`src/rtl/sc_pkg.sv`:
```
// Shared types for the multi-channel charge controller.
//   grid_state_t : raw / debounced grid classification
//   ch_state_t   : per-channel FSM state
//   cnt_width()  : counter width able to hold 0..max_val, never narrower than 1
package sc_pkg;

  typedef enum logic [1:0] {
    GRID_OK    = 2'd0,
    GRID_SAG   = 2'd1,
    GRID_SWELL = 2'd2,
    GRID_LOSS  = 2'd3
  } grid_state_t;

  // CH_DISCONN is the one-cycle "enable already off, relay still closed" step
  // that breaks current before the contacts open.
  typedef enum logic [2:0] {
    CH_IDLE,
    CH_PRECHG,
    CH_CHARGING,
    CH_THROTTLE,
    CH_FAULT,
    CH_LOCKOUT,
    CH_DISCONN
  } ch_state_t;

  function automatic int unsigned cnt_width(input int unsigned max_val);
    return (max_val < 1) ? 1 : $clog2(max_val + 1);
  endfunction

endpackage

```
`src/rtl/sc_charge_channel.sv`:
```
// One charging channel: FSM, settle timer, retry wait timer, fault counter.
// Ports:
//   clk, reset_n        clock, synchronous active-low reset
//   charge_req_i        level request
//   fault_flag_i        level fault from safety logic
//   clear_lockout_i     pulse releasing LOCKOUT
//   grant_i             inrush token (one-hot across channels, from top)
//   sag_slot_i          channel may keep current flowing during GRID_SAG
//   grid_i              debounced grid state
//   charge_enable_o     registered charger enable
//   relay_activation_o  registered contactor drive
//   lockout_o           registered lockout flag
//   idle_o/prechg_o/active_o  state decode for the top-level arbiters
module sc_charge_channel
  import sc_pkg::*;
#(
  parameter int unsigned SETTLE_CYC  = 8,
  parameter int unsigned RETRY_CYC   = 1024,
  parameter int unsigned MAX_RETRIES = 3
) (
  input  logic        clk,
  input  logic        reset_n,
  input  logic        charge_req_i,
  input  logic        fault_flag_i,
  input  logic        clear_lockout_i,
  input  logic        grant_i,
  input  logic        sag_slot_i,
  input  grid_state_t grid_i,
  output logic        charge_enable_o,
  output logic        relay_activation_o,
  output logic        lockout_o,
  output logic        idle_o,
  output logic        prechg_o,
  output logic        active_o
);

  localparam int unsigned SW = cnt_width(SETTLE_CYC);
  localparam int unsigned WW = cnt_width(RETRY_CYC);
  localparam int unsigned RW = cnt_width(MAX_RETRIES);

  ch_state_t     state_q, state_d;
  logic [SW-1:0] settle_q, settle_d;
  logic [WW-1:0] wait_q, wait_d;
  logic [RW-1:0] retry_q, retry_d;
  logic          en_d, relay_d, lock_d;

  always_comb begin
    state_d  = state_q;
    settle_d = settle_q;
    wait_d   = wait_q;
    retry_d  = retry_q;

    if (state_q != CH_LOCKOUT && fault_flag_i) begin
      // A fault seen while already waiting only restarts the wait; the retry
      // count tracks distinct fault entries, not cycles of a held level.
      wait_d = '0;
      if (state_q != CH_FAULT) begin
        if (retry_q == RW'(MAX_RETRIES)) begin
          state_d = CH_LOCKOUT;
        end else begin
          state_d = CH_FAULT;
          retry_d = retry_q + RW'(1);
        end
      end
    end else if (state_q != CH_LOCKOUT && grid_i == GRID_LOSS) begin
      state_d = CH_IDLE;
    end else begin
      unique case (state_q)
        CH_IDLE: begin
          if (!charge_req_i) retry_d = '0;
          if (grant_i) begin
            state_d  = CH_PRECHG;
            settle_d = '0;
          end
        end
        CH_PRECHG: begin
          if (!charge_req_i) begin
            state_d = CH_DISCONN;
          end else if (32'(settle_q) + 32'd1 >= SETTLE_CYC) begin
            state_d = (grid_i == GRID_OK) ? CH_CHARGING : CH_THROTTLE;
          end else begin
            settle_d = settle_q + SW'(1);
          end
        end
        CH_CHARGING: begin
          if (!charge_req_i)
            state_d = CH_DISCONN;
          else if (grid_i == GRID_SWELL || (grid_i == GRID_SAG && !sag_slot_i))
            state_d = CH_THROTTLE;
        end
        CH_THROTTLE: begin
          if (!charge_req_i)
            state_d = CH_DISCONN;
          else if (grid_i == GRID_OK || (grid_i == GRID_SAG && sag_slot_i))
            state_d = CH_CHARGING;
        end
        CH_DISCONN: state_d = CH_IDLE;
        CH_FAULT: begin
          if (32'(wait_q) + 32'd1 >= RETRY_CYC) state_d = CH_IDLE;
          else                                  wait_d  = wait_q + WW'(1);
        end
        CH_LOCKOUT: begin
          if (clear_lockout_i && !fault_flag_i) begin
            state_d = CH_IDLE;
            retry_d = '0;
          end
        end
        default: state_d = CH_IDLE;
      endcase
    end

    relay_d = (state_d == CH_PRECHG) || (state_d == CH_CHARGING) ||
              (state_d == CH_THROTTLE) || (state_d == CH_DISCONN);
    en_d    = (state_d == CH_CHARGING);
    lock_d  = (state_d == CH_LOCKOUT);
  end

  always_ff @(posedge clk) begin
    if (!reset_n) begin
      state_q            <= CH_IDLE;
      settle_q           <= '0;
      wait_q             <= '0;
      retry_q            <= '0;
      charge_enable_o    <= 1'b0;
      relay_activation_o <= 1'b0;
      lockout_o          <= 1'b0;
    end else begin
      state_q            <= state_d;
      settle_q           <= settle_d;
      wait_q             <= wait_d;
      retry_q            <= retry_d;
      charge_enable_o    <= en_d;
      relay_activation_o <= relay_d;
      lockout_o          <= lock_d;
    end
  end

  assign idle_o   = (state_q == CH_IDLE);
  assign prechg_o = (state_q == CH_PRECHG);
  assign active_o = (state_q == CH_CHARGING) || (state_q == CH_THROTTLE);

endmodule

```
`src/rtl/sc_multi_charge_ctrl.sv`:
```
// N-channel charge controller: grid debouncer, inrush-token arbiter,
// sag-slot allocator and one sc_charge_channel per channel.
// Ports:
//   clk, reset_n      clock, synchronous active-low reset
//   grid_state        raw grid classification
//   charge_req        per-channel request (level)
//   fault_flag        per-channel fault (level)
//   clear_lockout     per-channel LOCKOUT release pulse
//   charge_enable     charger current enable
//   relay_activation  contactor drive
//   lockout           channel is in LOCKOUT
//   grid_state_q      debounced grid state
module sc_multi_charge_ctrl
  import sc_pkg::*;
#(
  parameter int unsigned N_CH         = 4,
  parameter int unsigned DEBOUNCE_CYC = 16,
  parameter int unsigned SETTLE_CYC   = 8,
  parameter int unsigned RETRY_CYC    = 1024,
  parameter int unsigned MAX_RETRIES  = 3,
  parameter int unsigned MAX_SAG_CH   = 1
) (
  input  logic            clk,
  input  logic            reset_n,
  input  grid_state_t     grid_state,
  input  logic [N_CH-1:0] charge_req,
  input  logic [N_CH-1:0] fault_flag,
  input  logic [N_CH-1:0] clear_lockout,
  output logic [N_CH-1:0] charge_enable,
  output logic [N_CH-1:0] relay_activation,
  output logic [N_CH-1:0] lockout,
  output grid_state_t     grid_state_q
);

  localparam int unsigned DW = cnt_width(DEBOUNCE_CYC);

  grid_state_t     cand_q, cand_d, grid_state_d;
  logic [DW-1:0]   dbc_q, dbc_d;
  logic [N_CH-1:0] idle, prechg, active, grant, sag_slot;

  // Debounce: dbc counts consecutive samples equal to the candidate,
  // including the current one. LOSS bypasses the count entirely.
  always_comb begin
    cand_d = grid_state;
    if (grid_state == cand_q)
      dbc_d = (dbc_q == DW'(DEBOUNCE_CYC)) ? dbc_q : dbc_q + DW'(1);
    else
      dbc_d = DW'(1);
    grid_state_d = grid_state_q;
    if (grid_state == GRID_LOSS)
      grid_state_d = GRID_LOSS;
    else if (32'(dbc_d) >= DEBOUNCE_CYC)
      grid_state_d = grid_state;
  end

  always_ff @(posedge clk) begin
    if (!reset_n) begin
      cand_q       <= GRID_LOSS;
      dbc_q        <= '0;
      grid_state_q <= GRID_LOSS;
    end else begin
      cand_q       <= cand_d;
      dbc_q        <= dbc_d;
      grid_state_q <= grid_state_d;
    end
  end

  // Inrush token: lowest-index eligible idle channel, only while nobody precharges.
  always_comb begin
    logic taken;
    grant = '0;
    taken = (|prechg) || (grid_state_q != GRID_OK);
    for (int unsigned i = 0; i < N_CH; i++) begin
      if (!taken && idle[i] && charge_req[i] && !fault_flag[i]) begin
        grant[i] = 1'b1;
        taken    = 1'b1;
      end
    end
  end

  // Sag slots: the MAX_SAG_CH lowest-index CHARGING/THROTTLE channels.
  always_comb begin
    int unsigned n_active;
    sag_slot = '0;
    n_active = 0;
    for (int unsigned i = 0; i < N_CH; i++) begin
      if (active[i]) begin
        if (n_active < MAX_SAG_CH) sag_slot[i] = 1'b1;
        n_active++;
      end
    end
  end

  for (genvar g = 0; g < N_CH; g++) begin : g_ch
    sc_charge_channel #(
      .SETTLE_CYC (SETTLE_CYC),
      .RETRY_CYC  (RETRY_CYC),
      .MAX_RETRIES(MAX_RETRIES)
    ) u_ch (
      .clk               (clk),
      .reset_n           (reset_n),
      .charge_req_i      (charge_req[g]),
      .fault_flag_i      (fault_flag[g]),
      .clear_lockout_i   (clear_lockout[g]),
      .grant_i           (grant[g]),
      .sag_slot_i        (sag_slot[g]),
      .grid_i            (grid_state_q),
      .charge_enable_o   (charge_enable[g]),
      .relay_activation_o(relay_activation[g]),
      .lockout_o         (lockout[g]),
      .idle_o            (idle[g]),
      .prechg_o          (prechg[g]),
      .active_o          (active[g])
    );
  end

endmodule
```
`config.mk`:
```
export PLATFORM = sky130hd
export DESIGN_NAME = sc_multi_charge_ctrl
export DESIGN_NICKNAME = d
export VERILOG_FILES = /design/src/rtl/sc_pkg.sv /design/src/rtl/sc_charge_channel.sv /design/src/rtl/sc_multi_charge_ctrl.sv
export SDC_FILE = /design/constraint.sdc
export NUM_CORES = 1
export LEC_CHECK = 0
export CORE_MARGIN = 4
export CORE_UTILIZATION = 55
export DETAILED_ROUTE_END_ITERATION = 16
export MAX_ROUTING_LAYER = met4
export PLACE_DENSITY = 0.73
export REMOVE_ABC_BUFFERS = 1
export SKIP_LAST_GASP = 1
export SLEW_MARGIN = 30
export SYNTH_ARGS = -nofsm -noshare
export SYNTH_HDL_FRONTEND = slang
export SYNTH_SLANG_ARGS = --single-unit
```
`constraint.sdc`:
```
create_clock -name clk -period 3.87 [get_ports clk]
set_input_delay 0.9675 -clock clk [delete_from_list [all_inputs] [get_ports clk]]
set_output_delay 0.9675 -clock clk [all_outputs]
set_load 0.005 [all_outputs]
```
==> metrics, run 1 <==
Max Fanout on Critical Path=6; Post-CTS Setup Bufs=0; Worst setup SP type=primary input; Routed Antenna Nets=0; layout cells sized above 1=6.907%; Final setup viols=0; drt initial violations=273; initial core utilization=about 56%; maximum clock path buffer count=2; H-tree Lvls=3; vias in the first global route=approximately 4,200; ys async rst share=0%; HP Start=g_ch[0].u_ch.settle_q[3]$_SDFFE_PN0P_; clk sink count=101; final WL=10,980 um; Main synth FF type=dfxtp_1; Reg clk slew, reported paths=0.09 ns; Post-Synthesis Cells=652; Resized Gates After CTS=0; DIE HEIGHT=107.7 um; total CTS buffers=9; Rows=36; clock skew=0.01164 ns; Syn. warnings=0; # hold bufs at CTS=0; Die ar.=11,600 um2; Worst-Margin Slew=0.7159 ns; core area=9729 um2; input/output buffers=29; reg2reg start=g_ch[1].u_ch.state_q[1]$_SDFF_PN0_; CP startpoint=charge_req[3]; Post-synth EDFFs=0; drt wl/cell=13.74 um; WP data arrival=2.98 ns; Place WS=roughly 0.83 ns; FF+latch count, synth=101; # nets final=698; drt first pass iters=5; total track usage=20.58%; final cell count without fillers=between 700 and 800; Layout area overhead=8.517%; mapped cell area=5465 um2; RSZ-0062 raised after global routing=no; kind of critical path=primary input to flop; vias per inst=5.681; Tcrit/Tclk final=69.28%; top-area cell type share of the netlist area=37.00%; maximum vdd drop=0.0002196 V; DRC Markers=0; n_diodes=0; Netlist cell types=78; CP Capture Type=flop; placed insts=roughly 780; status=finished, final reports clean; routability cong.=0.8398; final worst slack=1.189 ns; wire length of the first global-routing pass=19,160 um; Synth area leader=dfxtp_1; static leakage=2.148 nW; max-cap violations=0; post-layout instance area=5931 um2; hold slack=0.4532 ns; Critical Path RT=about 4.2 ns; fmax=373.0 MHz; Synth area leaders=dfxtp_1 37%, nor2_1 6.3%, ha_1 4.8%; sequential fraction of the synthesis area=37.00%; syn avg cell area=8.382 um2; total gr overflow=0; CTS tree=done; I/O pin count=30; setup_tns=0 ns; initial antenna violation count=0; Final Hold Viols=0; Rel. slew slack=between 50 and 60%; post-DP HPWL=a little over 8000 um; Post-DP Area=between 5000 and 6000 um2; largest net degree at the start of global routing=23; PwrDens=297.1 nW/um2; DR vias=between 4,000 and 5,000; Die Width=107.7 um; minimum clock period=2.681 ns; clk root buf=clkbuf_8; Worst-Skew Late Latency=0.37 ns; Hold Path Class=flop to flop; Slew Viols, Final=0
## layer usage
layer / global-route usage (%) / part of all wire (%) / up-vias
met4: 5.500 / 1.4 / 0
met5: - / 0 / -
met1: 24.92 / 47 / 2131
met2: 33.35 / 48 / 79
li1: - / - / 2316
met3: 6.359 / 4.5 / 13
## report_power, final
part / internal (mW) / leakage, nW / switching [mW] / total, mW
clock: 0.235 / 0.0760 / 0.358 / 0.594
combinational: 0.0463 / 1.26 / 0.0633 / 0.110
sequential: 1.05 / 0.816 / 0.0110 / 1.06
total: 1.33 / 2.15 / 0.432 / 1.76
## cells in the mapped netlist, types with 4 or more instances
library cell,count
nor3_1,12
nand2_1,63
and3_1,13
a21oi_1,33
and4_1,4
o21ai_0,16
nand4_1,17
nand3_1,44
buf_2,5
dfxtp_1,101
xnor2_1,13
inv_1,13
o32ai_1,4
nor2b_1,11
ha_1,21
nor4_1,4
nor3b_1,6
mux2i_1,11
nand2b_1,18
nand3b_1,6
and2_1,10
clkbuf_1,15
nor2_1,91
xor2_1,27
buf_4,13
or3_1,5
## cell families after synthesis
kind of cell	count (synthesis)	synth area share (%)
muxes	13	2.427
xor gates and xnor gates	40	6.410
and+or+nand+nor	327	31.91
DFF	101	37.00
AOI/OAI and AO/OA	101	12.94
adders and majority gates	21	4.808
buffers and inverters	49	4.510
## final timing paths
kind / end / slack (ns) / cells past startpoint
worst max-delay path: g_ch[3].u_ch.relay_activation_o$_SDFF_PN0_ / 1.19 / 7
worst min-delay path: g_ch[0].u_ch.settle_q[3]$_SDFFE_PN0P_ / 0.45 / 2
worst max register to register: g_ch[3].u_ch.relay_activation_o$_SDFF_PN0_ / 1.43 / 8
worst min register to register: g_ch[0].u_ch.settle_q[3]$_SDFFE_PN0P_ / 0.45 / 2
## through the flow
stage          total power, mW  utilization [%]
2_1_floorplan            1.141                -
3_3_place_gp             1.189            59.22
3_5_place_dp             1.192            59.22
4_1_cts                  1.787            60.94
5_1_grt                  1.846            60.96
6_report                 1.762            60.96
## state kept, by name (all words and copies together) (netlist names)
register	count
g_ch.u_ch.lockout_o	4
g_ch.u_ch.wait_q	44
g_ch.u_ch.charge_enable_o	4
cand_q	2
g_ch.u_ch.state_q	12
g_ch.u_ch.relay_activation_o	4
g_ch.u_ch.retry_q	8
g_ch.u_ch.settle_q	16
grid_state_q	2
dbc_q	5
## placed cells by master, fill, tap and decap left out, types with 11 or more instances in the layout
cell               n
a21oi_1           33
nor2_1            91
clkdlybuf4s50_1   29
nand2_1           63
and3_1            13
mux2i_1           11
o21ai_0           16
nand4_1           17
nand2b_1          18
ha_1              21
nor3_1            12
dfxtp_1          101
xnor2_1           13
nand3_1           44
inv_1             13
nor2b_1           11
xor2_1            27
## worst max-delay path, stage by stage
cell and delay, ns:
clkdlybuf4s50_1 0.55, or4b_4 0.48, a211oi_2 0.22, nand4_2 0.16, o211a_1 0.21, o22a_1 0.24
o21ai_2 0.14
## final cells by class
type,count,area [um2]
Clock buffer,11,131.4
Clock inverter,5,36.28
Fill cell,863,3799
Inverter,13,48.80
Multi-Input combinational cell,502,3198
Sequential cell,101,2022
Tap cell,133,166.4
Timing Repair Buffer,34,327.8
Note: power is estimated with default switching activity, not from simulation.
==> inputs of run 2 (changes only) <==
- CORE_UTILIZATION: 55 -> 54
- PLACE_DENSITY: 0.73 -> 0.75
- clock period: 3.87 -> 2.45 ns (I/O delays scaled with it)
==> metrics, run 2 (synthesis results as in run 1) <==
status=finished, final reports clean (unchanged); Rows=36 (unchanged); DRC Markers=0 (unchanged); n_diodes=0 (unchanged); Rel. slew slack=56.63% (was 52.17%); WP data arrival=2.54 ns (was 2.98 ns); most common cell after layout, fill and taps aside=dfxtp_1 (unchanged); DR vias=4,743 (was 4,539); Worst-Margin Slew=0.6446 ns (was 0.7159 ns); most frequent cells in the layout=101 x dfxtp_1, 91 x nor2_1, 63 x nand2_1, 44 x nand3_1 (was 101 x dfxtp_1, 91 x nor2_1, 63 x nand2_1, 44 x nand3_1, 33 x a21oi_1); RSZ-0062 raised after global routing=no (unchanged); initial antenna violation count=0 (unchanged); total gr overflow=0 (unchanged); kind of critical path=primary input to flop (unchanged); vias in the first global route=4,706 (was 4,214); # nets final=728 (was 698); input/output buffers=29 (unchanged); max-cap violations=0 (unchanged); Reg with most FFs=g_ch.u_ch.wait_q (unchanged); Largest register FFs=44 (unchanged); initial core utilization=55.66% (was 56.17%); Die ar.=11,790 um2 (was 11,600 um2); maximum clock path buffer count=2 (unchanged); Worst setup SP type=primary input (unchanged); drt first pass iters=5 (unchanged); Util after Layout=63.37% (was 60.96%); Design Power=2.981 mW (was 1.762 mW); placed insts=813 (was 783); post-DP HPWL=8850 um (was 8093 um); Slew Viols, Final=0 (unchanged); DIE HEIGHT=108.6 um (was 107.7 um); minimum clock period=approximately 2.2 ns; Critical Path RT=2.75 ns (was 4.17 ns); core area=9819 um2 (was 9729 um2); Resized Gates After CTS=0 (unchanged); biggest regs=g_ch.u_ch.wait_q (44), g_ch.u_ch.settle_q (16), g_ch.u_ch.state_q (12) (unchanged); Post-DP Area=6012 um2 (was 5762 um2); final cell count without fillers=829 (was 799); Layout area overhead=13.85% (was 8.517%); vias per inst=5.721 (was 5.681); total CTS buffers=9 (unchanged); sw power=0.6980 mW (was 0.4323 mW); Routed Antenna Nets=0 (unchanged); drt initial violations=269 (was 273); post-layout instance area=6222 um2 (was 5931 um2); layout cells sized above 1=10.92% (was 6.907%); CTS tree=done (unchanged); # hold bufs at CTS=0 (unchanged); clk root buf=clkbuf_8 (unchanged); I/O pin count=30 (unchanged); clock skew=0.01185 ns (was 0.01164 ns); PwrDens=479.0 nW/um2 (was 297.1 nW/um2); worst-path cell chain=clkdlybuf4s50_1 > or4b_4 > a211oi_2 > nand4_2 > o211a_1 > o22a_1 > o21ai_2 (unchanged); power share of the clock group=37.1% (was 33.7%); Worst-Skew Late Latency=0.37 ns (about the same); Die Width=108.6 um (was 107.7 um); cell-internal power=2.283 mW (was 1.330 mW); Tcrit/Tclk final=91.46%; CP top delay family=compound AO/OA/AOI/OAI gates (unchanged); CP Buf/Inv Count=1 (unchanged); Post-CTS Setup Bufs=0 (unchanged); Hold Path Class=flop to flop (unchanged); H-tree Lvls=3 (unchanged); wire length of the first global-routing pass=20,500 um (was 19,160 um); Max Fanout on Critical Path=3 (was 6); final WL=11,990 um (was 10,980 um); largest net degree at the start of global routing=31 (was 23); Comb power frac=6.8% (was 6.2%); Reg clk slew, reported paths=0.09 ns (about the same); Crit-path slowest cell=clkdlybuf4s50_1 (unchanged); Worst path max stage delay=0.50 ns (was 0.55 ns); Final Hold Viols=0 (unchanged); switching part of the total=23.42% (was 24.53%); drt wl/cell=14.46 um (was 13.74 um); static leakage=2.330 nW (was 2.148 nW); total track usage=21.78% (was 20.58%); clk sink count=101 (unchanged); routability cong.=0.8529 (was 0.8398); CP Capture Type=flop (unchanged); maximum vdd drop=0.0003212 V (was 0.0002196 V); fmax=446.3 MHz; Flop pwr share=56.0% (was 60.1%); Final setup viols=0 (unchanged)
## run 2: changes by cell type in the layout (fill, tap and decap cells not counted), sizes merged
cell and delta:
bufinv +1, clkinvlp -2, clkbuf +1, buf +30
## run 2: stage by stage
step	setup slack (ns)	TNS, ns	hold WS (ns)
detailed placement	-0.1302	-0.3756	0.4431
CTS	0.2139	0	0.4542
global placement	-0.09142	-0.1865	0.4342
finish	0.2093	0	0.4543
floorplan	0.3283	0	0.4226
global route	0.02768	0	0.4836
## run 2: power by group through the flow
stage                     Combinational [mW]  Sequential, mW  Clock (mW)
after detailed placement               0.203            1.71           0
final                                  0.204            1.67        1.11
after CTS                              0.203            1.67        1.14
after global placement                 0.194            1.71           0
after global routing                   0.224            1.67        1.20
after floorplan                       0.0953            1.71           0
## run 2: cell type report
class                   instances  area, um2
well taps                     133      166.4
inverters                      13      48.80
multi-input cells             502       3197
clock inverters                 4      55.05
repair buffers                 64      578.1
flip-flops and latches        101       2022
clock buffers                  12      155.1
fillers                       863       3597
## run 2: tightest hold or removal path: cells and delay by family (launching register included)
kind / cells / cell delay, ns
simple gates: 2 / 0.09
flops: 1 / 0.33
## run 2: worst paths after layout
path                                                     end  depth (start not counted)                                   from  slack (ns)
setup / recovery  g_ch[3].u_ch.relay_activation_o$_SDFF_PN0_                          7                          charge_req[3]        0.21
hold / removal         g_ch[0].u_ch.settle_q[3]$_SDFFE_PN0P_                          2  g_ch[0].u_ch.settle_q[3]$_SDFFE_PN0P_        0.45
setup reg to reg  g_ch[3].u_ch.relay_activation_o$_SDFF_PN0_                          8     g_ch[1].u_ch.state_q[1]$_SDFF_PN0_        0.23
hold reg to reg        g_ch[0].u_ch.settle_q[3]$_SDFFE_PN0P_                          2  g_ch[0].u_ch.settle_q[3]$_SDFFE_PN0P_        0.45
## run 2: layer usage
metal  part of all wire [%]  vias to the layer above  global-route usage (%)
li1                       -                     2372                       -
met2                     49                      101                   36.41
met1                     46                     2253                   26.90
met4                    1.5                        0                   7.845
met3                    3.3                       17                   2.985
met5                      0                        -                       -
==> inputs of run 3 (changes only) <==
- CAP_MARGIN: unset -> 30
==> results of run 3 <==
Same layout as run 2: the final DEF is identical, and so are final timing and power.
